### config.mk
export PLATFORM = sky130hd
export DESIGN_NAME = id_ex_stage
export DESIGN_NICKNAME = d
export VERILOG_FILES = /design/src/rtl/riscv_pkg.sv /design/src/rtl/fwd_mux.sv /design/src/rtl/id_ex_stage.sv
export SDC_FILE = /design/constraint.sdc
export NUM_CORES = 1
export LEC_CHECK = 0
export ABC_AREA = 1
export ABC_CLOCK_PERIOD_IN_PS = 7200
export CORE_MARGIN = 8
export CORE_UTILIZATION = 40
export DETAILED_ROUTE_END_ITERATION = 8
export GPL_ROUTABILITY_DRIVEN = 0
export PLACE_DENSITY = 0.72
export SYNTH_ARGS = -nofsm -noshare
export SYNTH_HDL_FRONTEND = slang
export SYNTH_HIERARCHICAL = 1
export SYNTH_SLANG_ARGS = --single-unit
### constraint.sdc
create_clock -name clk_i -period 7.2 [get_ports clk_i]
set_input_delay 1.08 -clock clk_i [delete_from_list [all_inputs] [get_ports clk_i]]
set_output_delay 1.08 -clock clk_i [all_outputs]
set_load 0.005 [all_outputs]
### src/rtl/riscv_pkg.sv
// rtl/riscv_pkg.sv - shared RISC-V core widths, ALU op codes and ID/EX register layout
package riscv_pkg;

  localparam int DATA_W = 32;
  localparam int REG_W  = 5;

  typedef enum logic [2:0] {
    ALU_AND  = 3'b000,
    ALU_XOR  = 3'b001,
    ALU_SLL  = 3'b010,
    ALU_ADD  = 3'b011,
    ALU_SUB  = 3'b100,
    ALU_MUL  = 3'b101,
    ALU_ADDI = 3'b110,
    ALU_SRAI = 3'b111
  } alu_op_e;

  // All-zero value of this struct is the bubble: no valid, no side effects.
  typedef struct packed {
    logic              valid;
    logic [DATA_W-1:0] rs1_data;
    logic [DATA_W-1:0] rs2_data;
    logic [DATA_W-1:0] imm;
    logic [REG_W-1:0]  rs1_addr;
    logic [REG_W-1:0]  rs2_addr;
    logic [REG_W-1:0]  rd_addr;
    logic [2:0]        alu_ctrl;
    logic              alu_src;
    logic              reg_write;
    logic              mem_read;
    logic              mem_write;
    logic              mem_to_reg;
  } id_ex_t;

endpackage

### src/rtl/fwd_mux.sv
// rtl/fwd_mux.sv - three-way forwarding select for one source operand
module fwd_mux
  import riscv_pkg::*;
(
  input  logic [REG_W-1:0]  addr_i,
  input  logic [DATA_W-1:0] reg_data_i,
  input  logic              exmem_reg_write_i,
  input  logic [REG_W-1:0]  exmem_rd_i,
  input  logic [DATA_W-1:0] exmem_data_i,
  input  logic              memwb_reg_write_i,
  input  logic [REG_W-1:0]  memwb_rd_i,
  input  logic [DATA_W-1:0] memwb_data_i,
  output logic [DATA_W-1:0] data_o
);

  logic exmem_hit;
  logic memwb_hit;

  // x0 is hardwired zero, so a write targeting it never forwards.
  assign exmem_hit = exmem_reg_write_i && (exmem_rd_i != '0) && (exmem_rd_i == addr_i);
  assign memwb_hit = memwb_reg_write_i && (memwb_rd_i != '0) && (memwb_rd_i == addr_i);

  always_comb begin
    data_o = reg_data_i;
    if (exmem_hit) begin
      data_o = exmem_data_i;
    end else if (memwb_hit) begin
      data_o = memwb_data_i;
    end
  end

endmodule

### src/rtl/id_ex_stage.sv
// rtl/id_ex_stage.sv - ID/EX pipeline register with forwarding and load-use bubble insertion
module id_ex_stage
  import riscv_pkg::*;
(
  input  logic              clk_i,
  input  logic              rst_i,
  input  logic              stall_i,
  input  logic              flush_i,
  input  logic              id_valid_i,
  input  logic [DATA_W-1:0] rs1_data_i,
  input  logic [DATA_W-1:0] rs2_data_i,
  input  logic [DATA_W-1:0] imm_i,
  input  logic [REG_W-1:0]  rs1_addr_i,
  input  logic [REG_W-1:0]  rs2_addr_i,
  input  logic [REG_W-1:0]  rd_addr_i,
  input  logic [2:0]        alu_ctrl_i,
  input  logic              alu_src_i,
  input  logic              reg_write_i,
  input  logic              mem_read_i,
  input  logic              mem_write_i,
  input  logic              mem_to_reg_i,
  input  logic              exmem_reg_write_i,
  input  logic              memwb_reg_write_i,
  input  logic [REG_W-1:0]  exmem_rd_i,
  input  logic [REG_W-1:0]  memwb_rd_i,
  input  logic [DATA_W-1:0] exmem_data_i,
  input  logic [DATA_W-1:0] memwb_data_i,
  output logic [DATA_W-1:0] data1_o,
  output logic [DATA_W-1:0] data2_o,
  output logic [2:0]        alu_ctrl_o,
  output logic [DATA_W-1:0] store_data_o,
  output logic [REG_W-1:0]  rd_addr_o,
  output logic              reg_write_o,
  output logic              mem_read_o,
  output logic              mem_write_o,
  output logic              mem_to_reg_o,
  output logic              valid_o,
  output logic              hazard_o
);

  id_ex_t stage_q;
  id_ex_t stage_d;
  logic [DATA_W-1:0] fwd_rs1;
  logic [DATA_W-1:0] fwd_rs2;

  // A load sitting here cannot supply its data to the instruction in ID yet.
  assign hazard_o = stage_q.valid && stage_q.mem_read && (stage_q.rd_addr != '0) &&
                    id_valid_i &&
                    ((stage_q.rd_addr == rs1_addr_i) || (stage_q.rd_addr == rs2_addr_i));

  always_comb begin
    stage_d = stage_q;
    if (flush_i) begin
      stage_d = '0;
    end else if (stall_i) begin
      stage_d = stage_q;
    end else if (hazard_o) begin
      stage_d = '0;
    end else begin
      stage_d.valid      = id_valid_i;
      stage_d.rs1_data   = rs1_data_i;
      stage_d.rs2_data   = rs2_data_i;
      stage_d.imm        = imm_i;
      stage_d.rs1_addr   = rs1_addr_i;
      stage_d.rs2_addr   = rs2_addr_i;
      stage_d.rd_addr    = rd_addr_i;
      stage_d.alu_ctrl   = alu_ctrl_i;
      stage_d.alu_src    = alu_src_i;
      stage_d.reg_write  = reg_write_i;
      stage_d.mem_read   = mem_read_i;
      stage_d.mem_write  = mem_write_i;
      stage_d.mem_to_reg = mem_to_reg_i;
    end
  end

  always_ff @(posedge clk_i or posedge rst_i) begin
    if (rst_i) begin
      stage_q <= '0;
    end else begin
      stage_q <= stage_d;
    end
  end

  fwd_mux u_fwd_rs1 (
    .addr_i            (stage_q.rs1_addr),
    .reg_data_i        (stage_q.rs1_data),
    .exmem_reg_write_i (exmem_reg_write_i),
    .exmem_rd_i        (exmem_rd_i),
    .exmem_data_i      (exmem_data_i),
    .memwb_reg_write_i (memwb_reg_write_i),
    .memwb_rd_i        (memwb_rd_i),
    .memwb_data_i      (memwb_data_i),
    .data_o            (fwd_rs1)
  );

  fwd_mux u_fwd_rs2 (
    .addr_i            (stage_q.rs2_addr),
    .reg_data_i        (stage_q.rs2_data),
    .exmem_reg_write_i (exmem_reg_write_i),
    .exmem_rd_i        (exmem_rd_i),
    .exmem_data_i      (exmem_data_i),
    .memwb_reg_write_i (memwb_reg_write_i),
    .memwb_rd_i        (memwb_rd_i),
    .memwb_data_i      (memwb_data_i),
    .data_o            (fwd_rs2)
  );

  assign data1_o      = fwd_rs1;
  assign data2_o      = stage_q.alu_src ? stage_q.imm : fwd_rs2;
  assign store_data_o = fwd_rs2;
  assign alu_ctrl_o   = stage_q.alu_ctrl;
  assign rd_addr_o    = stage_q.rd_addr;
  assign reg_write_o  = stage_q.reg_write;
  assign mem_read_o   = stage_q.mem_read;
  assign mem_write_o  = stage_q.mem_write;
  assign mem_to_reg_o = stage_q.mem_to_reg;
  assign valid_o      = stage_q.valid;

endmodule

**Word level (Yosys, flattened, before mapping)**

Cells that the tools add are included.
Widths: inputs -> output; s select.

- Equal/unequal tests: 7
- Reductions and logical operators: 14
- Multiplexer cells: 8

Operators with widths:

| cell | count |
|---|---|
| $mux 120 | 3 |
| $mux 32 | 5 |
| $eq 5x5->1 | 6 |
| $reduce_bool 5->1 | 3 |
| $logic_and 1x1->1 | 10 |
| $ne 2x1->1 const B | 1 |
| $logic_or 1x1->1 | 1 |

- Bits of input ports: 200
- Output and inout bits: 110
- Register bits after elaboration: 120
- Word-level logic and storage cells: 42

**Logic depth before layout (Yosys ltp)**

Gate-level depths: netlist of the first run.

- Depth in word-level cells: 7
- Mapped depth: 11
- Mapped depth without buffers: 10

**By module**

Netlist of the first run, hierarchy kept.

By module, submodules not included:

| module | times used | sequential area each (um^2) | area each (um^2) | cells an instance |
|---|---|---|---|---|
| id_ex_stage | 1 | 3002.9 | 6125.9 | 852 |
| fwd_mux | 2 | 0.0 | 1416.4 | 298 |

**Worst setup path after synthesis of the first run**

OpenSTA, ideal clock, no wires.

- Kind: input to output
- Start: in exmem_rd_i[1]
- End: out data2_o[10]
- Required time: 6.120 ns
- Setup slack: 3.913 ns
- Path buffers: 1
- Data arrival time: 2.207 ns
- Stages: 7
- Cells stage by stage: or2_1 > a21oi_4 > nand3_4 > buf_6 > nand3_1 > nand2_1 > mux2_2

- Word-level cells in the longest chain between the ends: 5
- Elaborated cells on any way between the ends: 6
- Classes of those cells: 1 x eq/ne; 2 x mux; 3 x reduce/logical

RTL lines:

| item | line | source |
|---|---|---|
| start: declaration | id_ex_stage.sv:24 | `input logic [REG_W-1:0] exmem_rd_i,` |
| $reduce_bool 5->1 | fwd_mux.sv:20 | `assign exmem_hit = exmem_reg_write_i && (exmem_rd_i != '0) && (exmem_rd_i == addr_i);` |
| $logic_and 1x1->1 | fwd_mux.sv:20 |  |
| $logic_and 1x1->1 * | fwd_mux.sv:20 |  |
| $mux 32 * | fwd_mux.sv:25 | `if (exmem_hit) begin` |
| named net store_data_o[10] | id_ex_stage.sv:31 | `output logic [DATA_W-1:0] store_data_o,` |
| $mux 32 * | id_ex_stage.sv:109 | `assign data2_o = stage_q.alu_src ? stage_q.imm : fwd_rs2;` |
| end: declaration | id_ex_stage.sv:29 | `output logic [DATA_W-1:0] data2_o,` |

The timed path passes the listed nets; every way through them passes the cells marked *.

**Final worst setup path of the first run**

- Start: in memwb_rd_i[1]
- End: out data1_o[7]

- Word-level cells in the longest chain between the ends: 5
- Elaborated cells on any way between the ends: 6
- Classes of those cells: 1 x eq/ne; 2 x mux; 3 x reduce/logical

RTL lines:

| item | line | source |
|---|---|---|
| start: declaration | id_ex_stage.sv:25 | `input logic [REG_W-1:0] memwb_rd_i,` |
| $reduce_bool 5->1 | fwd_mux.sv:21 | `assign memwb_hit = memwb_reg_write_i && (memwb_rd_i != '0) && (memwb_rd_i == addr_i);` |
| $logic_and 1x1->1 | fwd_mux.sv:21 |  |
| $logic_and 1x1->1 * | fwd_mux.sv:21 |  |
| $mux 32 * | fwd_mux.sv:27 | `end else if (memwb_hit) begin` |
| $mux 32 * | fwd_mux.sv:25 |  |
| end: declaration | id_ex_stage.sv:28 | `output logic [DATA_W-1:0] data1_o,` |

Every way passes the cells marked *; elsewhere a longest branch is shown, timed or not.

==> results of run 1 <==
-- metal layers --
metal	vias to the layer above	wire, um	part of all wire
met5	-	0	0
met4	0	980	0.028
met3	56	2758	0.078
met2	406	16850	0.48
met1	4660	14880	0.42
li1	4865	-	-
-- critical path: stages --
cell             delay [ps]
clkdlybuf4s50_1         590
nand2_1                  70
nand2_1                  70
nand2_1                  90
nor2_4                  680
nand3_2                 920
nand2_1                 250
nand3_1                 100
nand2_1                  90
clkdlybuf4s50_1         540
-- metrics by stage --
| step | instances | setup slack [ps] | hold slack [ps] |
|---|---|---|---|
| 6_report | 1980 | 1632 | 473.5 |
| 5_1_grt | 1980 | 1382 | 496.9 |
| 4_1_cts | 1978 | 1659 | 478.0 |
| 3_5_place_dp | 1948 | 1682 | 460.1 |
| 3_3_place_gp | 1948 | 1695 | 457.7 |
| 2_1_floorplan | 1448 | 2934 | 443.4 |
-- cell families after synthesis --
kind of cell / share of synthesized area
AND/OR/NAND/NOR: 0.4300
flip-flops: 0.3352
AO/OA/AOI/OAI: 0.009218
buffers and inverters: 0.1834
multiplexers: 0.04022
XOR/XNOR: 0.001956
-- registers in the layout (all words and copies together) (netlist names) --
signal        count
reg_write_o       1
mem_to_reg_o      1
mem_write_o       1
valid_o           1
rd_addr_o         5
mem_read_o        1
alu_ctrl_o        3
stage_q         107
-- layout make-up --
class | count | area, um^2
Antenna cell | 2 | 5.005
Timing Repair Buffer | 319 | 3168
Inverter | 284 | 1071
Sequential cell | 120 | 3004
Clock inverter | 8 | 73.82
Fill cell | 2196 | 9379
Clock buffer | 22 | 474.2
Multi-Input combinational cell | 945 | 4365
Tap cell | 280 | 350.3
-- layout by cell type, fill, tap and decap left out, types with 3 or more instances in the layout --
cell | netlist | final
nand2_1 | 552 | 549
clkdlybuf4s50_1 | 0 | 309
inv_1 | 280 | 279
nor2_1 | 134 | 133
nand4_1 | 132 | 132
dfrtp_1 | 120 | 119
nand3_1 | 68 | 68
mux2_2 | 32 | 32
clkbuf_16 | 0 | 17
buf_4 | 8 | 10
nor2_4 | 0 | 7
o21ai_1 | 6 | 6
inv_2 | 4 | 4
clkinv_2 | 0 | 4
clkbuf_8 | 0 | 3
-- path summary, 6_finish.rpt --
kind	cells past startpoint	slack, ps	start	to
min in group asynchronous	2	1090	rst_i	stage_q[45]
max reg2reg	10	4730	rd_addr_o[0]	stage_q[66]
max	10	1630	memwb_rd_i[1]	data1_o[7]
max in group asynchronous	3	4710	rst_i	stage_q[4]
min	2	470	stage_q[53]	stage_q[53]
min reg2reg	2	470	stage_q[53]	stage_q[53]
-- report_power, final --
group / switching [uW] / internal, uW / total (uW)
Clock: 316 / 496 / 812
Combinational: 253 / 256 / 509
Sequential: 29.5 / 712 / 742
Total: 598 / 1460 / 2060
==> reports/summary.txt, run 1 <==
Rel. slew slack - 0.2286
DIE AREA - 27440 um^2
Routed Antenna Nets - 0
DRC - 0
period utilization - 0.7734
power density over cell area - 164.8 nW/um^2
initial core utilization - 0.4092
Synth top area share - 0.3352
commonest cells in the netlist - 552 x nand2_1, 280 x inv_1, 134 x nor2_1
synth top area cells - dfrtp_1 34%, nand2_1 23%, inv_1 12%
fraction of registers with async set/reset - 1.000
Core Box Area - 21890 um^2
Clock Root Buffer - clkbuf_16
post-DR vias/cell - 5.044
HP Class - reg2reg
Final Util - 0.5716
Final Critical Period - 5568 ps
Yosys reg bits - 120
GR peak layer - met2
sequential share of the synthesized area - 0.3352
Clock Sinks - 120
number of port buffers - 309
post-synthesis cell type count - 21
placed inst area - 11960 um^2
final WL - 35470 um
Post-CTS Resized - 0
Setup CP Type - in2out
met2 usage - 0.4049
WP data arrival - 4490 ps
Main synth FF type - dfrtp_1
GR Util met1 - 0.3162
H-tree depth - 4
fmax - 179.6 MHz
CP max FO - 33
Ys Warns - 6
CP required - 6120 ps
# Post-CTS Setup Buffers - 0
Post-DP HPWL - 24380 um
Final Skew - 9.716 ps
post-synth net total - 1648
MaxCap Viol Count - 0
Slew Viols, Final - 0
RSZ-0062 raised after global routing - false
setup TNS - 0 ps
Final setup viols - 0
worst slew pin tran - 1155 ps
cell row count - 54
fraction of layout cells with a size suffix above 1 - 0.05477
Max IR drop VDD - 0.0001531 V
Final Hold Fails - 0
fin area - 12510 um^2
DR iter-0 viols - 965
CP Capture Type - primary output
total CTS buffers - 17
CTS tree - done
static leakage - 0.006964 uW
Syn Inst Count - 1448
antenna violations before repair - 2
Final nets - 1887
clock-pin slew on the worst setup and hold paths - 50 ps
M3 GR Usage - 0.06034
total power - 2062 uW
GRT Total Usage - 0.2495
drt pass-1 iters - 7
via count - 9987
first-pass GRT wire length - 55660 um
grt ovf - 0
Max clock buf depth - 2
I/O Pins - 310
DR WL/cell - 17.91 um
chip width - 165.7 um
largest net degree at the start of global routing - 92
top-count cell post-synth - nand2_1
post-synthesis cell type with the largest combined area - dfrtp_1
EDFF count, synth - 0
startpoint types - primary input
syn_area_per_cell - 6.187 um^2
die height - 165.7 um
vias in the first global route - 9888
status - finished, final reports clean
cell area after synthesis - 8959 um^2
Area Growth Syn to Fin - 39.66%
Post-CTS Hold Fix Bufs - 0
clock insertion delay at the later pin of the skew report - 410 ps
Note: power is estimated with default switching activity, not from simulation.
==> run 2: changes to the inputs <==
--- a/config.mk
+++ b/config.mk
@@ -6,12 +6,12 @@
 export NUM_CORES = 1
 export LEC_CHECK = 0
 export ABC_AREA = 1
-export ABC_CLOCK_PERIOD_IN_PS = 7200
+export ABC_CLOCK_PERIOD_IN_PS = 4490
 export CORE_MARGIN = 8
 export CORE_UTILIZATION = 40
 export DETAILED_ROUTE_END_ITERATION = 8
 export GPL_ROUTABILITY_DRIVEN = 0
-export PLACE_DENSITY = 0.72
+export PLACE_DENSITY = 0.75
 export SYNTH_ARGS = -nofsm -noshare
 export SYNTH_HDL_FRONTEND = slang
 export SYNTH_HIERARCHICAL = 1
==> constraint.sdc (replaced) <==
create_clock -name clk_i -period 4.49 [get_ports clk_i]
set_input_delay 0.6735 -clock clk_i [delete_from_list [all_inputs] [get_ports clk_i]]
set_output_delay 0.6735 -clock clk_i [all_outputs]
set_load 0.005 [all_outputs]
==> run 2 against run 1 <==
Against the previous run: the flow now finishes with violations (DRC); first-iteration DRC count decreased by 12%; flip-flop and latch count unchanged; die area unchanged; non-clock buffer count grew 13; worst setup slack got worse by 1200 ps; sequential power grew 60%; utilization grew 0.46 points; count of clock-buffer cells in the layout is 2 higher; worst hold slack improved by 2.5 ps.
==> reports/summary.txt, run 2 (synthesis gave the netlist of run 1 again) <==
status - complete, but fails checks
failing checks - DRC
antenna violations before repair - 2
CP max FO - 32
Final Hold Fails - 0
startpoint types - primary input
Clock Root Buffer - clkbuf_16
worst slew pin tran - 947.1 ps
Sw Ratio - 0.2868
R2R depth - 9
fin area - 12610 um^2
most common cell after layout, fill and taps aside - nand2_1
most frequent cells in the layout - 547 x nand2_1, 309 x clkdlybuf4s50_1, 279 x inv_1, 133 x nor2_1, 132 x nand4_1
Routed Antenna Nets - 0
CP Cell Sequence - clkdlybuf4s50_1 > inv_1 > nand2_1 > nand4_1 > nor2_4 > nand3_4 > nand3_1 > nand2_1 > clkdlybuf4s50_1
Rel. slew slack - 0.3686
max reg flops - 107
drt pass-1 iters - 9
Post-CTS Hold Fix Bufs - 0
Max IR drop VDD - 0.0001932 V
Final setup viols - 0
first-pass GRT wire length - 54940 um
WP data arrival - 3340 ps
Sw Pwr - 951.5 uW
CP Capture Type - primary output
final WL - 35180 um
CP startpoint - exmem_rd_i[3]
Reg with most FFs - stage_q
post-DR vias/cell - 5.122
combinational share of power - 0.250
Setup CP Type - in2out
MaxCap Viol Count - 0
Max stage delay cell, worst path - clkdlybuf4s50_1
I/O Pins - 310
hold depth - 2
hold slack - 476.0 ps
reg2reg start - rd_addr_o[2]
GRT Total Usage - 0.2467
clock insertion delay at the later pin of the skew report - 410 ps
H-tree depth - 4
largest net degree at the start of global routing - 93
cell row count - 54
DIE AREA - 27440 um^2
RSZ-0062 raised after global routing - false
CP required - 3820 ps
chip width - 165.7 um
DRC - 4
Final Skew - 11.23 ps
placed inst area - 12070 um^2
Clock Sinks - 120
Slew Viols, Final - 0
die height - 165.7 um
# Post-CTS Setup Buffers - 0
total CTS buffers - 17
Max clock buf depth - 2
clock-pin slew on the worst setup and hold paths - 50 ps
clock network power share - 0.392
initial core utilization - 0.4092
grt ovf - 0
static leakage - 0.007034 uW
HP Class - reg2reg
CTS tree - done
DR iter-0 viols - 851
via count - 10190
fmax - 249.3 MHz
DR WL/cell - 17.68 um
internal cell power - 2366 uW
Core Box Area - 21890 um^2
power density over cell area - 263.0 nW/um^2
Post-CTS Resized - 0
Max stage delay on crit path - 580 ps
Post-DP HPWL - 24990 um
period utilization - 0.8933
Final nets - 1900
Reg power frac - 0.359
setup TNS - 0 ps
fraction of layout cells with a size suffix above 1 - 0.06144
instance count on the critical path - 9
Final Critical Period - 4011 ps
Crit path buffers/inverters - 3
CP delay by family, top - simple AND/OR/NAND/NOR gates
vias in the first global route - 9945
hold path start - stage_q[67]
number of port buffers - 309
Area Growth Syn to Fin - 40.80%
[run 2: layout make-up]
type                    instances  area, um^2
diodes                          1       2.502
multi-input cells             945        4370
inverters                     284        1071
clock inverters                 4       45.04
repair buffers                332        3278
fillers                      2133        9278
clock buffers                  24       491.7
well taps                     280       350.3
flip-flops and latches        120        3004
[run 2: stage by stage]
step,std cells,util,worst slack (ps),power [uW]
floorplan,1448,-,630.7,1557
global route,1990,0.5762,345.0,3471
detailed placement,1961,0.5516,517.8,2032
global placement,1961,0.5516,572.7,2022
finish,1990,0.5762,479.3,3318
CTS,1989,0.5761,510.4,3347
[run 2: final timing paths]
check                      slack (ps)      endpoint
setup / recovery                  480   data1_o[10]
hold / removal                    480   stage_q[67]
setup reg to reg                 1950  stage_q[105]
hold reg to reg                   480   stage_q[67]
max in group asynchronous        2830   stage_q[31]
min in group asynchronous         830   reg_write_o
[run 2: power by group through the flow]
| stage | registers (uW) | clock network, uW | logic (uW) |
|---|---|---|---|
| after floorplan | 1190 | 0 | 368 |
| after detailed placement | 1210 | 0 | 825 |
| after global placement | 1210 | 0 | 816 |
| after CTS | 1190 | 1330 | 830 |
| after global routing | 1200 | 1370 | 906 |
| final | 1190 | 1300 | 828 |
[run 2: metal layers]
| metal | global-route usage | part of all wire | vias up |
|---|---|---|---|
| met1 | 0.3088 | 0.42 | 4708 |
| met5 | 0 | 0.00037 | - |
| met3 | 0.05916 | 0.084 | 68 |
| li1 | - | - | 4887 |
| met2 | 0.4022 | 0.47 | 527 |
| met4 | 0.09835 | 0.032 | 2 |
[run 2: worst min-delay path, delay by kind of cell, from the launching register on]
| family | cells | cell delay (ps) |
|---|---|---|
| DFF | 1 | 340 |
| and+or+nand+nor | 2 | 100 |
